===== src/rtl/booth_mult.sv =====
// rtl/booth_mult.sv - iterative radix-2 Booth signed multiplier, WIDTH x WIDTH -> WIDTH with overflow
module booth_mult #(
  parameter int WIDTH = 32
) (
  input  logic             clk,
  input  logic             reset,
  input  logic             start,
  input  logic [WIDTH-1:0] multiplicand,
  input  logic [WIDTH-1:0] multiplier,
  output logic [WIDTH-1:0] out,
  output logic             overflow,
  output logic             busy,
  output logic             done
);

  localparam int CW = (WIDTH > 1) ? $clog2(WIDTH) : 1;

  typedef enum logic [1:0] {
    IDLE,
    RUN,
    DONE
  } state_t;

  state_t             state;
  logic [WIDTH-1:0]   a_reg;
  logic [2*WIDTH:0]   p_reg;
  logic [CW-1:0]      count;

  logic [WIDTH:0]     hi_ext;
  logic [WIDTH:0]     a_ext;
  logic [WIDTH:0]     sum;
  logic [2*WIDTH:0]   p_next;
  logic               last_step;
  logic               ovf_next;

  // The high half is widened by one bit so that subtracting the most negative
  // operand cannot wrap; the shift then absorbs that extra bit into P.
  always_comb begin
    hi_ext = {p_reg[2*WIDTH], p_reg[2*WIDTH:WIDTH+1]};
    a_ext  = {a_reg[WIDTH-1], a_reg};
    case (p_reg[1:0])
      2'b01:   sum = hi_ext + a_ext;
      2'b10:   sum = hi_ext - a_ext;
      default: sum = hi_ext;
    endcase
    p_next    = {sum, p_reg[WIDTH:1]};
    last_step = (count == CW'(WIDTH - 1));
    ovf_next  = ~((&p_next[2*WIDTH:WIDTH]) | ~(|p_next[2*WIDTH:WIDTH]));
  end

  always_ff @(posedge clk or negedge reset) begin
    if (!reset) begin
      state    <= IDLE;
      a_reg    <= '0;
      p_reg    <= '0;
      count    <= '0;
      out      <= '0;
      overflow <= 1'b0;
      busy     <= 1'b0;
      done     <= 1'b0;
    end else begin
      case (state)
        IDLE: begin
          if (start) begin
            a_reg <= multiplicand;
            p_reg <= {{WIDTH{1'b0}}, multiplier, 1'b0};
            count <= '0;
            busy  <= 1'b1;
            state <= RUN;
          end
        end
        RUN: begin
          p_reg <= p_next;
          count <= count + CW'(1);
          if (last_step) begin
            out      <= p_next[WIDTH:1];
            overflow <= ovf_next;
            busy     <= 1'b0;
            done     <= 1'b1;
            state    <= DONE;
          end
        end
        DONE: begin
          done  <= 1'b0;
          state <= IDLE;
        end
        default: begin
          busy  <= 1'b0;
          done  <= 1'b0;
          state <= IDLE;
        end
      endcase
    end
  end

endmodule


===== config.mk =====
export PLATFORM = sky130hd
export DESIGN_NAME = booth_mult
export DESIGN_NICKNAME = d
export VERILOG_FILES = /design/src/rtl/booth_mult.sv
export SDC_FILE = /design/constraint.sdc
export NUM_CORES = 1
export LEC_CHECK = 0
export ABC_AREA = 1
export CAP_MARGIN = 20
export CORE_MARGIN = 5
export CORE_UTILIZATION = 25
export DETAILED_ROUTE_END_ITERATION = 12
export PLACE_DENSITY_LB_ADDON = 0.15
export REMOVE_ABC_BUFFERS = 1
export SKIP_LAST_GASP = 1
export SLEW_MARGIN = 20
export SYNTH_ARGS = -nofsm -noshare
export SYNTH_HDL_FRONTEND = slang
export SYNTH_SLANG_ARGS = --single-unit

===== constraint.sdc =====
create_clock -name clk -period 10.05 [get_ports clk]
set_input_delay 2.5125 -clock clk [delete_from_list [all_inputs] [get_ports clk]]
set_output_delay 2.5125 -clock clk [all_outputs]
set_load 0.03 [all_outputs]

After elaboration in Yosys (flattened, before gate mapping):

Cells that the tools add are included.

* logic and storage cells: 46
* input bits: 67
* bits in registers: 139
* output and inout port bits: 35

* eq/ne operators: 7
* reductions and logical operators: 10
* muxes and demuxes: 13
* add/sub/neg operators: 3
* bitwise logic cells: 5

Operators with widths (number)
* $pmux 65 s2: 1
* $pmux 33 s2: 1
* $mux 65: 1
* $add 32x32->33: 1
* $reduce_and 33->1: 1
* $reduce_or 33->1: 1
* $sub 32x32->33: 1
* $pmux 5 s2: 1
* $reduce_and 2->1: 5
* $add 5x1->5 const B: 1
* $eq 5x5->1 const B: 1
* $mux 5: 1
* $eq 2x1->1 const B: 2
* $eq 2x2->1 const B: 2
* $mux 2: 2
* $ne 2x2->1 const B: 2
* $not 1->1: 4
* $pmux 2 s2: 1
* $mux 1: 3
* $pmux 1 s3: 1
* $reduce_and 3->1: 1
* $logic_not 2->1: 1
* $pmux 1 s2: 1
* $reduce_bool 2->1: 1
* $or 1x1->1: 1

Longest topological paths before layout:

Gate-level depths: netlist (run 1).

* depth in word-level cells: 6
* depth in mapped cells: 30
* mapped depth without buffers: 30

Least setup slack after synthesis (run 1):

OpenSTA, ideal clock, no wires.

* path type: in2reg
* start point: input start
* end point: register p_reg[13]
* stages on the path: 6
* path slack: 6.357 ns
* arrival time: 3.546 ns
* data required time: 9.903 ns
* library setup time: 0.147 ns
* path buffers: 2
* cell sequence: nand3_1 > inv_2 > nor2_1 > buf_2 > buf_1 > a221oi_1

* cells in the longest elaborated chain, start to end: 2

RTL lines
* start: declaration: line 7 `input logic start,`
* $ne 2x2->1 (no line)
* $reduce_and 2->1 (no line)
* end signal: assignment: line 66 `p_reg <= {{WIDTH{1'b0}}, multiplier, 1'b0};`
* end signal: assignment: line 73 `p_reg <= p_next;`
* end: declaration: line 26 `logic [2*WIDTH:0] p_reg;`

Every way passes these cells.
A chain may end at the register's enable or synchronous reset.

Worst setup path after layout (run 1):

* start point: input start
* end point: register p_reg[53]

Same word-level chain as after synthesis.

==> summary by stage, run 1 <==
Finish
The finished layout holds 2023 standard cells, fillers aside. The area growth from synthesis to layout is 22.9%. The number of antenna cells inserted is 0. Of the cells placed in the final design, the portion with a size suffix greater than 1 is 0.0721. Counting the fill cells in the layout gives 4185.

The register with the most flip-flops in the layout has 65 of them. The final net count is 1604. The finished layout cell area is 0.0117 mm2.

GRT
The largest net degree at the start of global routing is 71. The number of antenna violations at the first check in global routing is 0. The first-pass GRT wire length is 49.0 mm. The via count of the first global-routing pass is roughly 9000. Summed over all layers, the global routing overflow is 0. The global-route usage over all layers is 0.146.

Clock network
The quantity of gates resized following cts is 0. The number of setup buffers added after CTS is 0. The insertion delay to the later sink of the worst-skew pair is 420 ps. The number of buffers on the longest clock path is 2. The H-tree generated during clock tree synthesis spans 4 levels.

Clock-pin slew was measured on the worst setup and hold paths at about 60 ps. The CTS tree is done. The number of buffers inserted during clock tree synthesis is 17. The number of hold buffers added after cts is 0.

The tree is rooted in a sky130_fd_sc_hd__clkbuf_16. The clock sink total is about 140.

STA
The achievable clock frequency is 0.213 GHz. Clock skew on the completed layout was measured at 6.91 ps. The number of endpoints failing setup at the final stage is 0. The final worst-path cycle share is 0.467.

At the pin with the least slew margin, the transition time is 1030 ps. Setup repair after global routing left no endpoint under its margin. Headroom to the max-slew limit came out at 0.315.

The post-layout minimum cycle time is approximately 4700 ps. The minimum setup slack in the final design is 5350 ps. The final-report hold violation count was 0. Summed over all failing endpoints, the final setup total negative slack is 0 ps. The count of pins over their slew limit is 0.

Floorplanning
Row generation in the floorplan step produced 71 rows. During I/O placement, the number of pins put on the boundary was 102. The total die area is 0.0422 mm2. The die is 205 um wide. The initial utilization of the core area, before any placement, comes to 0.253. The core area is 0.0377 mm2. The die extent in y is 205 um.

Logic synthesis
By instance count, the leading cell after synthesis is sky130_fd_sc_hd__nand2_1. Counting flops with a built-in enable in the synthesized netlist gives 0. The number of warning messages in the yosys log is 0. In the synthesized netlist the dominant register cell turns out to be sky130_fd_sc_hd__dfrtp_1. The area of the mapped netlist is 0.00955 mm2. The post-synthesis area per instance is 6.75 um2. Of the post-synthesis cell area, the dominant cell type holds 0.364.

The number of distinct library cells after synthesis is 38. The register bit total from synthesis is 139. The async set-reset flop share out of synthesis is 1.00.

The register area share after synthesis is 0.364. Ranked by total cell area, the synthesized netlist is headed by sky130_fd_sc_hd__dfrtp_1 (36%), sky130_fd_sc_hd__nand2_1 (18%), sky130_fd_sc_hd__inv_1 (9.2%). The library cell with the largest summed area after synthesis is sky130_fd_sc_hd__dfrtp_1.

The post-synthesis cell count is approximately 1400. By count the netlist is led by sky130_fd_sc_hd__nand2_1 (449), sky130_fd_sc_hd__inv_1 (235), sky130_fd_sc_hd__dfrtp_1 (139).

Place
Counting tap cells, the placed design contains a total of 1992 instances. The pre-CTS setup slack is 4860 ps. Once placement finished, the instance area stood at 0.0111 mm2. The detailed placement HPWL is 23.0 mm. Routability-driven placement finished with a final weighted congestion of about 0.83. Port buffering added 101 buffers.

Routing
Dividing the detail-routed wire length by the instance count gives 14.9 um. The average via count per standard cell is 4.44. For this run, the detailed router's first-pass iteration total came to 5. The violation count after the first detailed-route iteration is 563.

The vias after detailed routing is 8983. After detailed routing, the total wire length is 30.1 mm. For this run, design rule violations remaining after detail routing come to 0. The antenna violation net count after detailed routing is 0.

Outcome
The flow ran to the end, and the final reports show no timing, DRC or antenna violations.

Setup path
For flop-to-flop paths, the worst setup slack is 5390 ps. The top fanout value on the critical path is 54. The data arrival time of the critical path is 5020 ps. The largest stage delay on the critical path is 750 ps. Among the stages of the critical path, the cell type that occurs most often is sky130_fd_sc_hd__buf_4. The largest individual stage delay along the critical path comes from the cell sky130_fd_sc_hd__nor2_4.

The endpoint required time on the critical path is 10370 ps. The kind of start point of the critical path is an input pin. The setup path with the least slack is of type input pin to flop. STA classifies the critical path endpoint as a flop. Traced cell by cell, the critical path runs through clkdlybuf4s50_1 > nand3_2 > buf_4 > inv_2 > nor2_4 > inv_1 > buf_4 > o22ai_1.

Flow run
The tool flagged a number of max-cap violations equal to 0.

Min path
The tightest min-delay check is of the flop to flop type.
==> metrics by stage <==
| step | utilization | hold WS, ps |
|---|---|---|
| 2_1_floorplan | - | 473 |
| 3_3_place_gp | 0.295 | 466 |
| 3_5_place_dp | 0.295 | 474 |
| 4_1_cts | 0.311 | 489 |
| 5_1_grt | 0.311 | 514 |
| 6_report | 0.311 | 484 |
==> critical path: cells and delay by family <==
kind	cells	cell delay, ps
buffers and inverters	5	1390
AND/OR/NAND/NOR	2	820
AO/OA/AOI/OAI	1	210
==> logic make-up after synthesis <==
logic type | share of synthesized area
DFF | 0.364
AOI/OAI and AO/OA | 0.116
adders and majority gates | 0.0493
xor gates and xnor gates | 0.0284
and+or+nand+nor | 0.328
buffers and inverters | 0.114
==> final timing paths <==
check                      depth (start not counted)                    end                 start
setup / recovery                                   8  p_reg[53]$_DFFE_PN0P_                 start
hold / removal                                     2       done$_DFFE_PN0P_      done$_DFFE_PN0P_
setup reg to reg                                  21   overflow$_DFFE_PN0P_  p_reg[0]$_DFFE_PN0P_
hold reg to reg                                    2       done$_DFFE_PN0P_      done$_DFFE_PN0P_
max in group asynchronous                          2  a_reg[23]$_DFFE_PN0P_                 reset
min in group asynchronous                          1    out[25]$_DFFE_PN0P_                 reset
==> layer usage <==
metal	track usage	wire (um)
met2	0.233	13500
met1	0.206	15100
met4	0.0383	411
met3	0.0255	1140
met5	0	0
==> cell type report <==
cell class | instances | area [um2] | area share
Multi-Input combinational cell | 988 | 4990 | 0.426
Sequential cell | 139 | 3480 | 0.297
Timing Repair Buffer | 109 | 1070 | 0.0914
Inverter | 245 | 920 | 0.0784
Tap cell | 511 | 639 | 0.0545
Clock buffer | 19 | 453 | 0.0386
Clock inverter | 12 | 170 | 0.0145
==> cells in the final DEF, fill, tap and decap left out, types with 2 or more instances in the layout <==
cell	synthesis	routed
sky130_fd_sc_hd__nor2_2	11	12
sky130_fd_sc_hd__nand2_1	449	448
sky130_fd_sc_hd__o21ai_1	5	5
sky130_fd_sc_hd__buf_4	1	8
sky130_fd_sc_hd__inv_1	235	234
sky130_fd_sc_hd__a22o_1	3	3
sky130_fd_sc_hd__o21ai_0	64	64
sky130_fd_sc_hd__a41oi_1	2	2
sky130_fd_sc_hd__a221oi_1	18	18
sky130_fd_sc_hd__bufinv_16	0	4
sky130_fd_sc_hd__a21oi_1	41	41
sky130_fd_sc_hd__nor3_1	15	15
sky130_fd_sc_hd__o31ai_1	2	2
sky130_fd_sc_hd__nor4_1	2	2
sky130_fd_sc_hd__o21bai_1	6	6
sky130_fd_sc_hd__clkdlybuf4s50_1	0	100
sky130_fd_sc_hd__nand2_2	29	30
sky130_fd_sc_hd__xor2_1	21	21
sky130_fd_sc_hd__nand4_1	14	14
sky130_fd_sc_hd__ha_1	36	36
sky130_fd_sc_hd__and2_1	3	3
sky130_fd_sc_hd__o22ai_1	43	43
sky130_fd_sc_hd__inv_2	10	11
sky130_fd_sc_hd__clkbuf_8	0	2
sky130_fd_sc_hd__nor2_4	5	6
sky130_fd_sc_hd__dfrtp_1	139	139
sky130_fd_sc_hd__nor2_1	103	101
sky130_fd_sc_hd__nand3_1	93	92
sky130_fd_sc_hd__nand3_2	3	4
sky130_fd_sc_hd__clkbuf_16	0	17
sky130_fd_sc_hd__xnor2_1	10	10
sky130_fd_sc_hd__clkinv_2	0	5
sky130_fd_sc_hd__nor3_2	3	3
Power of run 1 is left out: the tool's default activity adds up to more than one toggle a clock period on the data nets, which glitch-free logic cannot reach.
==> run 2, diff against run 1 <==
clock period = 4.8 ns   (was 10.05 ns; I/O delays follow)
==> summary by stage, run 2 (same netlist as run 1, synthesis figures left out) <==
STA
The clock tree skew after final layout is 11.1 ps (+4.19 ps). The worst slew margin relative to its limit was 0.374 (+0.0587). The post-layout minimum cycle time is 4240 ps. The final worst-path cycle share is 0.883.

The number of endpoints failing setup at the final stage is 0 (unchanged). The count of pins over their slew limit came to 0 (unchanged). The slew of the pin with the lowest slew margin was 939 ps (-88.1 ps). The achievable clock frequency is 0.236 GHz.

The final-report hold violation count is 0 (unchanged). Setup repair after global routing left no endpoint under its margin.

Min path
The min-delay analysis places its worst path in the category flop to flop.

Finish
The core utilization of the finished layout came to 0.312 (+0.000365). The final net count is 1608 (+0.25%). Leaving out fill and tap cells, the most frequent cells in the layout are sky130_fd_sc_hd__nand2_1 (448), sky130_fd_sc_hd__inv_1 (234), sky130_fd_sc_hd__dfrtp_1 (139). The library cell used most frequently in the layout, excluding fill and tap cells, is sky130_fd_sc_hd__nand2_1. The number of flip-flops in the largest register was 65 (unchanged).

The area growth from synthesis to layout is 23.0%. The fraction of layout instances using a drive strength above 1 came to 0.0765 (+0.00443). The number of antenna cells inserted is 0 (unchanged).

Routing
The number of optimization iterations in the first detailed-route pass came to 5 (unchanged). The vias after detailed routing is 9047 (+0.71%). The violation count after the first detailed-route iteration came to 493 (-12%).

The antenna violation net count after detailed routing came to 0 (unchanged). The average via count per standard cell is 4.46 (+0.51%). The routed wire length is 31.1 mm (+3.4%).

The number of DRC violations after detailed routing is 0 (unchanged). The wire length per cell after detailed routing is 15.3 um (+3.2%).

Place
The detailed placement HPWL is 23.8 mm (+3.7%). The routability congestion estimate from global placement came to 0.878 (+5.6%). The number of port buffers was 101 (unchanged).

Clock network
The insertion delay to the later sink of the worst-skew pair was 430 ps (about the same). The clock sink total came to 139 (unchanged). The number of buffers on the longest clock path is 2 (unchanged). The number of buffers inserted during clock tree synthesis is 17 (unchanged). The number of hold buffers added after cts is 0 (unchanged). The clock tree root buffer cell is sky130_fd_sc_hd__clkbuf_16. The CTS tree is done. The H-tree depth reported by CTS is 4 (unchanged). The clock slew seen by the registers of the worst setup and hold paths was 60 ps (about the same).

Floorplanning
The top-level I/O count is 102 (unchanged). The starting utilization of the core area is 0.253 (unchanged). The die extent in y is 205 um (unchanged). The horizontal die dimension is 205 um (unchanged). The number of rows in the core area is 71 (unchanged). The core area is 0.0377 mm2 (unchanged). The total die area is 0.0422 mm2 (unchanged).

GRT
The first-pass GRT wire length is 50.2 mm (+2.3%). The largest net degree at the start of global routing is 98 (+38%). The global-route usage over all layers is 0.150 (+0.00398).

The number of antenna violations at the first check in global routing is 0 (unchanged). The overall overflow remaining after global route was 0 (unchanged). The via count of the first global-routing pass is 9060 (+0.98%).

Flow run
The max-cap violation count is 0 (unchanged).

Setup path
The endpoint required time on the critical path is 5120 ps (-5250 ps). The worst setup path is launched from a flop. The register-to-register path setup slack is 560 ps (-4830 ps). By startpoint and endpoint, the worst setup path is classified as flop to flop. The worst setup path is captured at a flop. The data arrival time of the critical path is 4560 ps (-460 ps).

The top fanout value on the critical path is 6 (-89%).

Outcome
The flow ran to the end, and the final reports show no timing, DRC or antenna violations.
-- run 2: final cells by class --
| class | count | area [um2] |
|---|---|---|
| repair buffers | 113 | 1100 |
| well taps | 511 | 639 |
| fillers | 4237 | 25900 |
| flip-flops and latches | 139 | 3480 |
| clock buffers | 17 | 425 |
| clock inverters | 14 | 169 |
| multi-input cells | 988 | 5010 |
| inverters | 245 | 921 |
-- run 2: critical path: stages (launching register included) --
cell	delay [ps]
sky130_fd_sc_hd__dfrtp_1	380
sky130_fd_sc_hd__inv_1	100
sky130_fd_sc_hd__ha_1	180
sky130_fd_sc_hd__nand3_1	130
sky130_fd_sc_hd__nor2_2	240
sky130_fd_sc_hd__nand4_1	180
sky130_fd_sc_hd__o21ai_0	280
sky130_fd_sc_hd__o21ai_0	240
sky130_fd_sc_hd__nor2_1	170
sky130_fd_sc_hd__xor2_1	270
sky130_fd_sc_hd__ha_1	340
sky130_fd_sc_hd__nand2_1	130
sky130_fd_sc_hd__inv_1	70
sky130_fd_sc_hd__nand2_1	130
sky130_fd_sc_hd__inv_1	60
sky130_fd_sc_hd__nand2_1	60
sky130_fd_sc_hd__nand2_1	50
sky130_fd_sc_hd__a21oi_1	260
sky130_fd_sc_hd__nand3_1	120
sky130_fd_sc_hd__nand3_1	130
sky130_fd_sc_hd__nand2_1	90
sky130_fd_sc_hd__nor2_1	130
sky130_fd_sc_hd__nand2_1	100
sky130_fd_sc_hd__nor2_2	80
sky130_fd_sc_hd__nand4_1	90
sky130_fd_sc_hd__nand3_1	80
sky130_fd_sc_hd__nand2_1	50
-- run 2: routing by layer --
| metal | wire length [um] | up-vias | GRT usage |
|---|---|---|---|
| li1 | - | 4654 | - |
| met1 | 15100 | 4194 | 0.209 |
| met2 | 14200 | 178 | 0.243 |
| met3 | 1350 | 21 | 0.0257 |
| met4 | 490 | 0 | 0.0380 |
| met5 | 0 | - | 0 |
-- run 2: worst paths after layout --
kind                                    endpoint  cells after the start                  from
max in group asynchronous  a_reg[16]$_DFFE_PN0P_                      2                 reset
setup / recovery            overflow$_DFFE_PN0P_                     26  a_reg[0]$_DFFE_PN0P_
hold reg to reg                 done$_DFFE_PN0P_                      2      done$_DFFE_PN0P_
setup reg to reg            overflow$_DFFE_PN0P_                     26  a_reg[0]$_DFFE_PN0P_
min in group asynchronous    out[26]$_DFFE_PN0P_                      1                 reset
hold / removal                  done$_DFFE_PN0P_                      2      done$_DFFE_PN0P_
-- run 2: stage by stage --
| step | cell area [um2] | setup slack, ps | TNS, ps | hold slack, ps | std cells |
|---|---|---|---|---|---|
| floorplan | 9380 | -357 | -11020 | 473 | 1372 |
| global placement | 11100 | 456 | 0 | 470 | 1996 |
| detailed placement | 11100 | 357 | 0 | 479 | 1996 |
| CTS | 11700 | 353 | 0 | 494 | 2027 |
| global route | 11700 | 20.9 | 0 | 509 | 2027 |
| finish | 11700 | 559 | 0 | 489 | 2027 |
-- run 2: repair_timing --
action | CTS | global route
setup buffers | 0 | 0
gates resized for setup | 0 | 3
setup endpoints to repair | 0 | 1
Power of run 2 is left out for the same reason.
